**src/rtl/johnson_pkg.sv**
```systemverilog
// ---------------------------------------------------------------------------
// johnson_pkg
// Shared definitions for the Johnson-code decoder block.
//   state_e          : tracker FSM states (HUNT after reset, LOCKED once the
//                      observed counter has stepped correctly often enough)
//   DEFAULT_WIDTH    : default Johnson code width
//   DEFAULT_LOCK_CNT : default number of consecutive correct steps to lock
//   ERR_MAX          : saturation value of the 8-bit error counter
//   idxWidth()       : bits needed to hold a sequence index 0..2*width-1
// ---------------------------------------------------------------------------
package johnson_pkg;

  typedef enum logic {
    HUNT   = 1'b0,
    LOCKED = 1'b1
  } state_e;

  localparam int DEFAULT_WIDTH    = 4;
  localparam int DEFAULT_LOCK_CNT = 3;
  localparam logic [7:0] ERR_MAX  = 8'hFF;

  // A Johnson counter of width W walks through 2*W states, so the index
  // needs enough bits to hold 2*W-1.
  function automatic int idxWidth(input int width);
    return $clog2(2 * width);
  endfunction

endpackage

```
**src/rtl/johnson_decoder_if.sv**
```systemverilog
// ---------------------------------------------------------------------------
// johnson_decoder_if
// Bundles the sample input and the decoded status outputs of the decoder.
//   in_valid  : q_in is to be sampled this cycle          (master -> slave)
//   q_in      : Johnson code from the observed counter    (master -> slave)
//   idx_out   : decoded sequence index                    (slave -> master)
//   idx_valid : pulse, idx_out holds a fresh legal sample (slave -> master)
//   illegal   : pulse, the sample was not a Johnson code  (slave -> master)
//   step_err  : pulse, legal code but not hold/next       (slave -> master)
//   locked    : level, tracker is locked                  (slave -> master)
//   err_count : saturating count of errors while locked  (slave -> master)
// The master modport is the stimulus side, the slave modport the decoder.
// ---------------------------------------------------------------------------
interface johnson_decoder_if
  import johnson_pkg::*;
#(
  parameter int WIDTH = DEFAULT_WIDTH,
  parameter int IW    = idxWidth(WIDTH)
);

  logic             in_valid;
  logic [WIDTH-1:0] q_in;
  logic [IW-1:0]    idx_out;
  logic             idx_valid;
  logic             illegal;
  logic             step_err;
  logic             locked;
  logic [7:0]       err_count;

  modport master (
    output in_valid,
    output q_in,
    input  idx_out,
    input  idx_valid,
    input  illegal,
    input  step_err,
    input  locked,
    input  err_count
  );

  modport slave (
    input  in_valid,
    input  q_in,
    output idx_out,
    output idx_valid,
    output illegal,
    output step_err,
    output locked,
    output err_count
  );

endinterface

```
**src/rtl/johnson_decode.sv**
```systemverilog
// ---------------------------------------------------------------------------
// johnson_decode
// Purely combinational Johnson code decoder.
//   q_i     : Johnson code to decode
//   idx_o   : sequence index 0..2*WIDTH-1 the code would occupy
//   legal_o : 1 when q_i really is the Johnson code of idx_o
// ---------------------------------------------------------------------------
module johnson_decode
  import johnson_pkg::*;
#(
  parameter int WIDTH = DEFAULT_WIDTH,
  parameter int IW    = idxWidth(WIDTH)
) (
  input  logic [WIDTH-1:0] q_i,
  output logic [IW-1:0]    idx_o,
  output logic             legal_o
);

  int               onesCnt;
  int               idxInt;
  logic [WIDTH-1:0] regen;

  // The first half of the sequence fills with ones from the LSB (MSB still
  // clear), so the index is just the number of ones.  The second half drains
  // ones from the LSB (MSB set), so the index is WIDTH plus the number of
  // zeros, i.e. 2*WIDTH minus the number of ones.  The index is then turned
  // back into its ideal code; any mismatch means the input was not a Johnson
  // code at all (e.g. 0101 decodes to 2 but index 2 is 0011).
  always_comb begin
    onesCnt = 0;
    for (int i = 0; i < WIDTH; i++) begin
      if (q_i[i]) begin
        onesCnt = onesCnt + 1;
      end
    end

    if (q_i[WIDTH-1]) begin
      idxInt = 2 * WIDTH - onesCnt;
    end else begin
      idxInt = onesCnt;
    end

    regen = '0;
    for (int i = 0; i < WIDTH; i++) begin
      if (idxInt <= WIDTH) begin
        regen[i] = (i < idxInt);
      end else begin
        regen[i] = (i >= idxInt - WIDTH);
      end
    end

    idx_o   = IW'(idxInt);
    legal_o = (regen == q_i);
  end

endmodule

```
**src/rtl/johnson_decoder.sv**
```systemverilog
// ---------------------------------------------------------------------------
// johnson_decoder
// Watches a Johnson counter, decodes each sampled code into its sequence
// index and tracks whether the counter is stepping correctly.  After
// LOCK_CNT consecutive correct steps the tracker locks; while locked every
// illegal code or wrong step is counted in a saturating error counter and
// drops the tracker back into HUNT.  Every output is registered, so a sample
// taken in one cycle is reported in the next.
//   clk   : sole clock, rising edge
//   reset : synchronous, active-high
//   bus   : johnson_decoder_if slave modport (sample in, status out)
// ---------------------------------------------------------------------------
module johnson_decoder
  import johnson_pkg::*;
#(
  parameter int WIDTH    = DEFAULT_WIDTH,
  parameter int LOCK_CNT = DEFAULT_LOCK_CNT,
  parameter int IW       = idxWidth(WIDTH)
) (
  input logic               clk,
  input logic               reset,
  johnson_decoder_if.slave  bus
);

  localparam logic [IW-1:0] LAST_IDX = IW'(2 * WIDTH - 1);
  localparam logic [3:0]    LOCK_RUN = 4'(LOCK_CNT);

  state_e        state_q, state_d;
  logic          prevValid_q, prevValid_d;
  logic [IW-1:0] prev_q, prev_d;
  logic [3:0]    run_q, run_d;
  logic [IW-1:0] idxOut_q, idxOut_d;
  logic          idxValid_q, idxValid_d;
  logic          illegal_q, illegal_d;
  logic          stepErr_q, stepErr_d;
  logic [7:0]    errCount_q, errCount_d;

  logic [IW-1:0] decIdx;
  logic          decLegal;
  logic [IW-1:0] prevNext;
  logic          isStep;
  logic          isHold;
  logic [3:0]    runInc;
  logic [7:0]    errInc;

  johnson_decode #(
    .WIDTH (WIDTH),
    .IW    (IW)
  ) u_decode (
    .q_i     (bus.q_in),
    .idx_o   (decIdx),
    .legal_o (decLegal)
  );

  // Classify the current sample relative to the previous index.  Both
  // qualifiers need a valid previous index; the successor wraps from the
  // last index back to 0 so a free-running counter keeps stepping correctly.
  always_comb begin
    prevNext = (prev_q == LAST_IDX) ? '0 : prev_q + IW'(1);
    isStep   = prevValid_q && (decIdx == prevNext);
    isHold   = prevValid_q && (decIdx == prev_q);
    runInc   = run_q + 4'd1;
    errInc   = (errCount_q == ERR_MAX) ? ERR_MAX : errCount_q + 8'd1;
  end

  // Next-state and output logic.  Everything holds by default and the three
  // pulses clear, which covers idle cycles.  An illegal code takes priority
  // over any step check and leaves idx_out and the previous index untouched
  // apart from invalidating it.  Errors are only counted while locked.
  always_comb begin
    state_d     = state_q;
    prevValid_d = prevValid_q;
    prev_d      = prev_q;
    run_d       = run_q;
    idxOut_d    = idxOut_q;
    idxValid_d  = 1'b0;
    illegal_d   = 1'b0;
    stepErr_d   = 1'b0;
    errCount_d  = errCount_q;

    if (bus.in_valid) begin
      if (!decLegal) begin
        illegal_d   = 1'b1;
        prevValid_d = 1'b0;
        run_d       = '0;
        if (state_q == LOCKED) begin
          errCount_d = errInc;
          state_d    = HUNT;
        end
      end else begin
        idxValid_d = 1'b1;
        idxOut_d   = decIdx;
        unique case (state_q)
          HUNT: begin
            if (isStep) begin
              prev_d = decIdx;
              run_d  = runInc;
              if (runInc >= LOCK_RUN) begin
                state_d = LOCKED;
              end
            end else if (!isHold) begin
              prev_d      = decIdx;
              prevValid_d = 1'b1;
              run_d       = '0;
            end
          end
          LOCKED: begin
            prev_d = decIdx;
            if (!isStep && !isHold) begin
              stepErr_d  = 1'b1;
              errCount_d = errInc;
              run_d      = '0;
              state_d    = HUNT;
            end
          end
          default: begin
            state_d = HUNT;
          end
        endcase
      end
    end
  end

  // State register with synchronous reset overriding any sample.
  always_ff @(posedge clk) begin
    if (reset) begin
      state_q     <= HUNT;
      prevValid_q <= 1'b0;
      prev_q      <= '0;
      run_q       <= '0;
      idxOut_q    <= '0;
      idxValid_q  <= 1'b0;
      illegal_q   <= 1'b0;
      stepErr_q   <= 1'b0;
      errCount_q  <= '0;
    end else begin
      state_q     <= state_d;
      prevValid_q <= prevValid_d;
      prev_q      <= prev_d;
      run_q       <= run_d;
      idxOut_q    <= idxOut_d;
      idxValid_q  <= idxValid_d;
      illegal_q   <= illegal_d;
      stepErr_q   <= stepErr_d;
      errCount_q  <= errCount_d;
    end
  end

  assign bus.idx_out   = idxOut_q;
  assign bus.idx_valid = idxValid_q;
  assign bus.illegal   = illegal_q;
  assign bus.step_err  = stepErr_q;
  assign bus.locked    = (state_q == LOCKED);
  assign bus.err_count = errCount_q;

endmodule

```
**src/flat_wrapper.sv**
```systemverilog
// flat-port wrapper written by rule: the top's interface ports become plain ports
module johnson_decoder_flat import johnson_pkg::*;
#(
  parameter int WIDTH    = DEFAULT_WIDTH,
  parameter int LOCK_CNT = DEFAULT_LOCK_CNT,
  parameter int IW       = idxWidth(WIDTH)
)
  (clk, reset, bus_in_valid, bus_q_in, bus_idx_out, bus_idx_valid, bus_illegal, bus_step_err, bus_locked, bus_err_count);
  johnson_decoder_if #(.WIDTH(WIDTH), .IW(IW)) bus_i ();
  input logic clk;
  input logic reset;
  input wire logic [$bits(bus_i.in_valid)-1:0] bus_in_valid;
  input wire logic [$bits(bus_i.q_in)-1:0] bus_q_in;
  output wire logic [$bits(bus_i.idx_out)-1:0] bus_idx_out;
  output wire logic [$bits(bus_i.idx_valid)-1:0] bus_idx_valid;
  output wire logic [$bits(bus_i.illegal)-1:0] bus_illegal;
  output wire logic [$bits(bus_i.step_err)-1:0] bus_step_err;
  output wire logic [$bits(bus_i.locked)-1:0] bus_locked;
  output wire logic [$bits(bus_i.err_count)-1:0] bus_err_count;
  assign bus_i.in_valid = bus_in_valid;
  assign bus_i.q_in = bus_q_in;
  assign bus_idx_out = bus_i.idx_out;
  assign bus_idx_valid = bus_i.idx_valid;
  assign bus_illegal = bus_i.illegal;
  assign bus_step_err = bus_i.step_err;
  assign bus_locked = bus_i.locked;
  assign bus_err_count = bus_i.err_count;
  johnson_decoder #(.WIDTH(WIDTH), .LOCK_CNT(LOCK_CNT), .IW(IW)) u_core (.clk(clk), .reset(reset), .bus(bus_i));
endmodule
```
**config.mk**
```make
export PLATFORM = sky130hd
export DESIGN_NAME = johnson_decoder_flat
export DESIGN_NICKNAME = d
export VERILOG_FILES = /design/src/rtl/johnson_pkg.sv /design/src/rtl/johnson_decoder_if.sv /design/src/rtl/johnson_decode.sv /design/src/rtl/johnson_decoder.sv /design/src/flat_wrapper.sv
export SDC_FILE = /design/constraint.sdc
export NUM_CORES = 1
export LEC_CHECK = 0
export BUFFER_PORTS_ARGS = -buffer_cell sky130_fd_sc_hd__buf_2
export CELL_PAD_IN_SITES_DETAIL_PLACEMENT = 1
export CELL_PAD_IN_SITES_GLOBAL_PLACEMENT = 2
export CORE_MARGIN = 2
export CORE_UTILIZATION = 35
export DETAILED_ROUTE_END_ITERATION = 16
export PLACE_DENSITY_LB_ADDON = 0.1
export SETUP_SLACK_MARGIN = 0.5
export SLEW_MARGIN = 20
export SYNTH_ARGS = -nofsm -noshare
export SYNTH_HDL_FRONTEND = slang
export SYNTH_SLANG_ARGS = --single-unit
```
**constraint.sdc**
```tcl
create_clock -name clk -period 5.3 [get_ports clk]
set_input_delay 0.53 -clock clk [delete_from_list [all_inputs] [get_ports clk]]
set_output_delay 0.53 -clock clk [all_outputs]
set_load 0.1 [all_outputs]
```
==> reports/results.ini, run 1 <==
[logic_synthesis]
synth_fa_ha_area_frac=0.0604
ys_top_cells_by_area=dfxtp_1 (25%), ha_1 (6.0%), a21oi_1 (3.5%)
syn_area_um2=1860
async_flop_share=0
syn_area_per_cell_um2=8.35
synth_top_family_by_area=compound AO/OA/AOI/OAI gates
netlist.area_leader.share=0.247
synthMuxAreaShare=0.0228
synth_xor_area_frac=0.0510
ys.flop_type=dfxtp_1
synth_top_area_cell=dfxtp_1
synth-seq-cells=23
ys_types=59
ys_warn_count=0
synth_edf_count=0
synthCells=223
synth_nets=239
synth-compound-area-share=0.287
yosys.area_share.simple=0.252
ys_seq_area_frac=0.247

[placement]
dp_hpwl_um=3660
port_buffers=21
placed_cells=304
gp_congestion=0.750

[worst_setup_path]
end_kind=register
cp.arrival_ns=4.36
rr_worst_depth=9
cp_max_fo=18
path_class=in -> reg
critPathLaunchType=input pin
critPathRequiredTime_ns=5.45

[sta]
finalCritPeriodShare=0.793
slew_headroom=0.657
max_freq_mhz=238
setup_violations=0
layout_min_cycle_time_ns=4.20
hold_viol_final=0
rsz0062_at_grt=false
drv_slew=0
worstMarginPinSlew_ns=0.514
setup_tns_ns=0
fin_skew_ns=0.00418

[power_and_ir_drop]
p_leak_nw=0.767
p_per_area_nw_per_um2=197
ir_drop_mv=0.106

[cells_and_area]
syn2layout_area_growth_pct=9.54
finalNonFillerCells=308
drive_above_1_share=0.164
nFillCells=632
final_nets=255
n_antenna_cell=0
layout_commonest_cell=dfxtp_1
layout_common_cells=dfxtp_1 (23), buf_2 (21), inv_1 (14)

[floorplanning]
rows=26
ios=22
die_area_um2=5920
die_h_um=77.0
die_x_um=77.0
initial_core_util=0.365
coreArea_um2=5110

[global_routing]
grt.overflow.total=0
grt_max_degree=26
antenna_found_initial=0
grt_pass1_wl_um=8740
grt_pass1_vias=1860
groute.usage.overall=0.174

[detailed_routing]
wire_per_inst_um=15.8
via_per_inst=5.64
num_vias=1738
ant_nets=0
dr.pass1.iters=4
drc=0
wl_um=4860
drt_iter0_markers=116

[clocking]
clock_insertion_delay_worst_skew_ns=0.26
cts_hold_buf=0
clock_path_buffers=2
htree_levels=1
cts_tree=yes
cts_sinks=23
clk_pin_slew_worst_paths_ns=0.08
ctsRootBufferMaster=clkbuf_8
numCtsBuffers=3

[worst_hold_path]
hp-class=reg -> reg
hold_path_depth=1

[run]
max_cap_viol_count=0

[status]
status=completed

## what timing repair did
action	4_1_cts	5_1_grt
setup buffers	0	0
endpoints found under the setup margin	0	3
resized for setup	0	1
## sequential cells by signal, summed over array words and instances (netlist names)
signal                cells
u_core.bus.idx_out        3
u_core.prev_q             3
u_core.run_q              4
u_core.bus.step_err       1
u_core.bus.idx_valid      1
u_core.prevValid_q        1
u_core.bus.locked         1
u_core.bus.illegal        1
u_core.bus.err_count      8
## cell type report
cell class	count	area (um2)	area share
flip-flops and latches	23	460	0.226
clock buffers	4	45.0	0.0221
multi-input cells	171	1260	0.617
inverters	16	60.1	0.0294
repair buffers	24	128	0.0625
well taps	70	87.6	0.0429
## power by group
group          total (mW)  internal, mW  switching (mW)  leakage (nW)
sequential          0.179         0.176         0.00286         0.186
clock               0.107        0.0535          0.0532        0.0228
combinational       0.115        0.0368          0.0782         0.558
total               0.401         0.267           0.134         0.767
## through the flow
stage	cell area [um2]	power [mW]	utilization	setup WS [ns]	hold WS (ns)
floorplan	1860	0.278	-	1.39	0.490
CTS	2040	0.407	0.399	0.894	0.494
finish	2040	0.401	0.400	1.10	0.482
detailed placement	1990	0.298	0.390	0.620	0.472
global route	2040	0.430	0.400	0.655	0.514
global placement	1990	0.295	0.390	0.757	0.450
## logic make-up after synthesis
group                      after synthesis
buffers and inverters                   29
muxes                                    4
adders and majority gates                9
DFF                                     23
and+or+nand+nor                         80
AOI/OAI and AO/OA                       67
xor gates and xnor gates                10
other                                    1
## cell usage after synthesis, drive strengths merged (5+ instances only)
cell type / number
nand2: 14
a21oi: 14
a211oi: 5
nor2b: 8
o21ai: 9
inv: 14
xor2: 5
a221oi: 5
dfxtp: 23
ha: 9
buf: 9
xnor2: 5
nor3: 8
nor2: 11
nand3: 7
## worst paths after layout
check,from,to,slack (ns)
setup / recovery,bus_q_in[0],u_core.bus.err_count[1],1.10
hold / removal,u_core.bus.idx_out[2],u_core.bus.idx_out[2],0.48
setup reg to reg,u_core.prev_q[1],u_core.run_q[1],2.61
hold reg to reg,u_core.bus.idx_out[2],u_core.bus.idx_out[2],0.48
## critical path, stage by stage
cell and delay (ns):
buf_2 0.14, inv_1 0.07, ha_1 0.22, nor2b_1 0.30, nor2_1 0.14, inv_1 0.08
ha_1 0.22, nor2_1 0.13, nand2_1 0.07, o32ai_1 0.14, a21oi_1 0.11, ha_1 0.29
nand4_1 0.10, o22ai_1 0.08, a2111oi_1 0.54, or4b_4 0.26, nand2_2 0.21, a21oi_2 0.34
mux2_2 0.37
## per-layer routing
| layer | vias up | part of all wire | track usage | wire length [um] |
|---|---|---|---|---|
| met5 | - | 0 | 0 | 0 |
| met4 | 0 | 0.0043 | 0.0255 | 21 |
| met3 | 2 | 0.020 | 0.0247 | 97 |
| met2 | 16 | 0.48 | 0.305 | 2350 |
| met1 | 847 | 0.49 | 0.230 | 2400 |
| li1 | 873 | - | - | - |
No activity file was read; power rests on OpenSTA's default activity.
==> run 2, diff against run 1 <==
- ABC_AREA: unset -> 1
- CORE_UTILIZATION: 35 -> 29
- clock period: 5.3 -> 3.74 ns (I/O delays scaled with it)
==> run 2 against run 1 <==
- worst hold slack gained 0.0047 ns
- combinational power is 69% higher
- worst setup slack worse by 0.29 ns
- clock skew decreased by 0.0035 ns
- first-iteration DRC count shrank 75%
- wire length is 1.0% higher
- critical path type unchanged
- flip-flop and latch count unchanged
- die area grew 14%
- count of clock-buffer cells in the layout down 1
==> reports/results.ini, run 2 <==
[placement]
placed_cell_area_um2=1960
gp_congestion=0.766
pre_cts_ws_ns=0.304
port_buffers=21
dp_hpwl_um=3730

[floorplanning]
die_x_um=82.2
ios=22
die_area_um2=6760
initial_core_util=0.300
coreArea_um2=5920
die_h_um=82.2
rows=28

[detailed_routing]
dr.pass1.iters=4
drc=0
num_vias=1754
wire_per_inst_um=13.5
drt_iter0_markers=29
wl_um=4910
ant_nets=0
via_per_inst=4.83

[power_and_ir_drop]
p_per_area_nw_per_um2=303
p_int_uw=383
p_leak_nw=0.922
p_switching_uw=236
p_clk_frac=0.266
ir_drop_mv=0.123
combPwrFrac=0.314
p_sw_frac=0.381
power.sequential.fraction=0.420

[cells_and_area]
largest_register_ff_count=8
layout.core_utilization=0.346
drive_above_1_share=0.250
n_antenna_cell=0
final_nets=305
layout_commonest_cell=nand2_1
layout_common_cells=nand2_1 (65), inv_1 (25), nand3_1 (25)
final_cell_area_um2=2050
syn2layout_area_growth_pct=15.2

[logic_synthesis]
async_flop_share=0
ys_top_cells_by_count=nand2_1 (65), inv_1 (26), nand3_1 (25), nor2_1 (25), dfxtp_1 (23)
synth-seq-cells=23
ys_seq_area_frac=0.259
synth_edf_count=0
synth_nets=280
synth.most_common_cell=nand2_1
ys_types=31
synthCells=264
netlist.area_leader.share=0.259
syn_area_um2=1780
synth_top_area_cell=dfxtp_1
syn_area_per_cell_um2=6.73
ys.flop_type=dfxtp_1
ys_warn_count=0
ys_top_cells_by_area=dfxtp_1 (26%), nand2_1 (14%), nand3_1 (7.0%)

[worst_hold_path]
hp-class=in -> reg
hold_path_depth=2

[sta]
worstMarginPinSlew_ns=0.568
fin_skew_ns=0.000646
layout_min_cycle_time_ns=2.93
drv_slew=0
slew_headroom=0.621
setup_violations=0
rsz0062_at_grt=false
finalCritPeriodShare=0.785
holdWs_ns=0.487
hold_viol_final=0
setup_tns_ns=0
setup_ws_ns=0.806
max_freq_mhz=341

[worst_setup_path]
rr_worst_depth=12
path_class=in -> reg
end_kind=register
cp_max_fo=5
cp.arrival_ns=3.09
critPathLaunchType=input pin
critPathRequiredTime_ns=3.89
r2r_slack_ns=1.52

[global_routing]
groute.usage.overall=0.152
antenna_found_initial=0
grt.overflow.total=0
grt_max_degree=16
grt_pass1_vias=1706
grt_pass1_wl_um=8000

[clocking]
clock_path_buffers=2
cts_sinks=23
clk_pin_slew_worst_paths_ns=0.09
cts_tree=yes
clock_insertion_delay_worst_skew_ns=0.27
htree_levels=1
numCtsBuffers=3
ctsRootBufferMaster=clkbuf_8

[status]
status=completed

[run]
max_cap_viol_count=0

run 2: changes by cell type after synthesis, sizes merged, moves of 5 or more:
cell    delta
buf        -7
nand2     +65
nor2b      -8
a221oi     -5
inv       +17
nor2      +18
a211oi     -5
nand3     +23
nand4      +8
run 2: cells by family after synthesis:
family                   after synthesis  share of synthesized area
AND/OR/NAND/NOR                      163                      0.477
buffers and inverters                 35                     0.0747
AO/OA/AOI/OAI                         27                     0.0937
flip-flops                            23                      0.259
adder cells (fa/ha/maj)                9                     0.0634
XOR/XNOR                               6                     0.0296
other                                  1                    0.00211
run 2: worst paths after layout:
path	startpoint	to
worst min register to register	u_core.bus.err_count[7]	u_core.bus.err_count[7]
worst max-delay path	bus_q_in[1]	u_core.prev_q[2]
worst max register to register	u_core.prev_q[0]	u_core.bus.err_count[5]
worst min-delay path	reset	u_core.bus.err_count[1]
run 2: what timing repair did:
item | 4_1_cts | 5_1_grt
hold buffers | 0 | 0
endpoints found under the setup margin | 0 | 22
buffers inserted | 0 | 2
resized for setup | 0 | 4
run 2: metal layers:
layer / global-route usage / routed length, um / vias up
met1: 0.193 / 2410 / 813
met2: 0.265 / 2300 / 25
met4: 0.0350 / 53 / 0
li1: - / - / 912
met5: 0 / 0 / -
met3: 0.0261 / 146 / 4
run 2: area by class of cell:
| type | instances | area (um2) |
|---|---|---|
| Clock inverter | 1 | 5.00 |
| Clock buffer | 3 | 41.3 |
| Timing Repair Buffer | 23 | 120 |
| Multi-Input combinational cell | 207 | 1210 |
| Inverter | 31 | 116 |
| Fill cell | 780 | 3870 |
| Sequential cell | 23 | 460 |
| Tap cell | 75 | 93.8 |
run 2: power groups by stage:
stage               Sequential (mW)  Clock (mW)  Combinational, mW
floorplan                     0.296           0              0.117
global placement              0.266           0              0.186
detailed placement            0.266           0              0.186
CTS                           0.260       0.176              0.187
global route                  0.262       0.183              0.215
finish                        0.260       0.165              0.194
run 2: worst max-delay path, stage by stage:
cell and delay (ns):
buf_2 0.12, inv_1 0.10, ha_4 0.22, inv_1 0.05, nand2_1 0.07, nand2_1 0.10
inv_1 0.05, ha_1 0.26, o21ai_1 0.13, nand3_1 0.09, ha_1 0.29, nor2_2 0.12
nor2_4 0.06, nand2_1 0.07, nand2_1 0.05, nand2_1 0.07, nand2_1 0.05, nand2_1 0.06
nand2_1 0.08, nor2_4 0.17, nand2_4 0.12, nor2_8 0.16, nand2_1 0.10, nand2_1 0.07
a21oi_1 0.05
run 2: metrics by stage:
step	cells	power, mW
global placement	356	0.452
finish	363	0.620
CTS	360	0.623
detailed placement	356	0.452
global route	363	0.660
floorplan	264	0.413
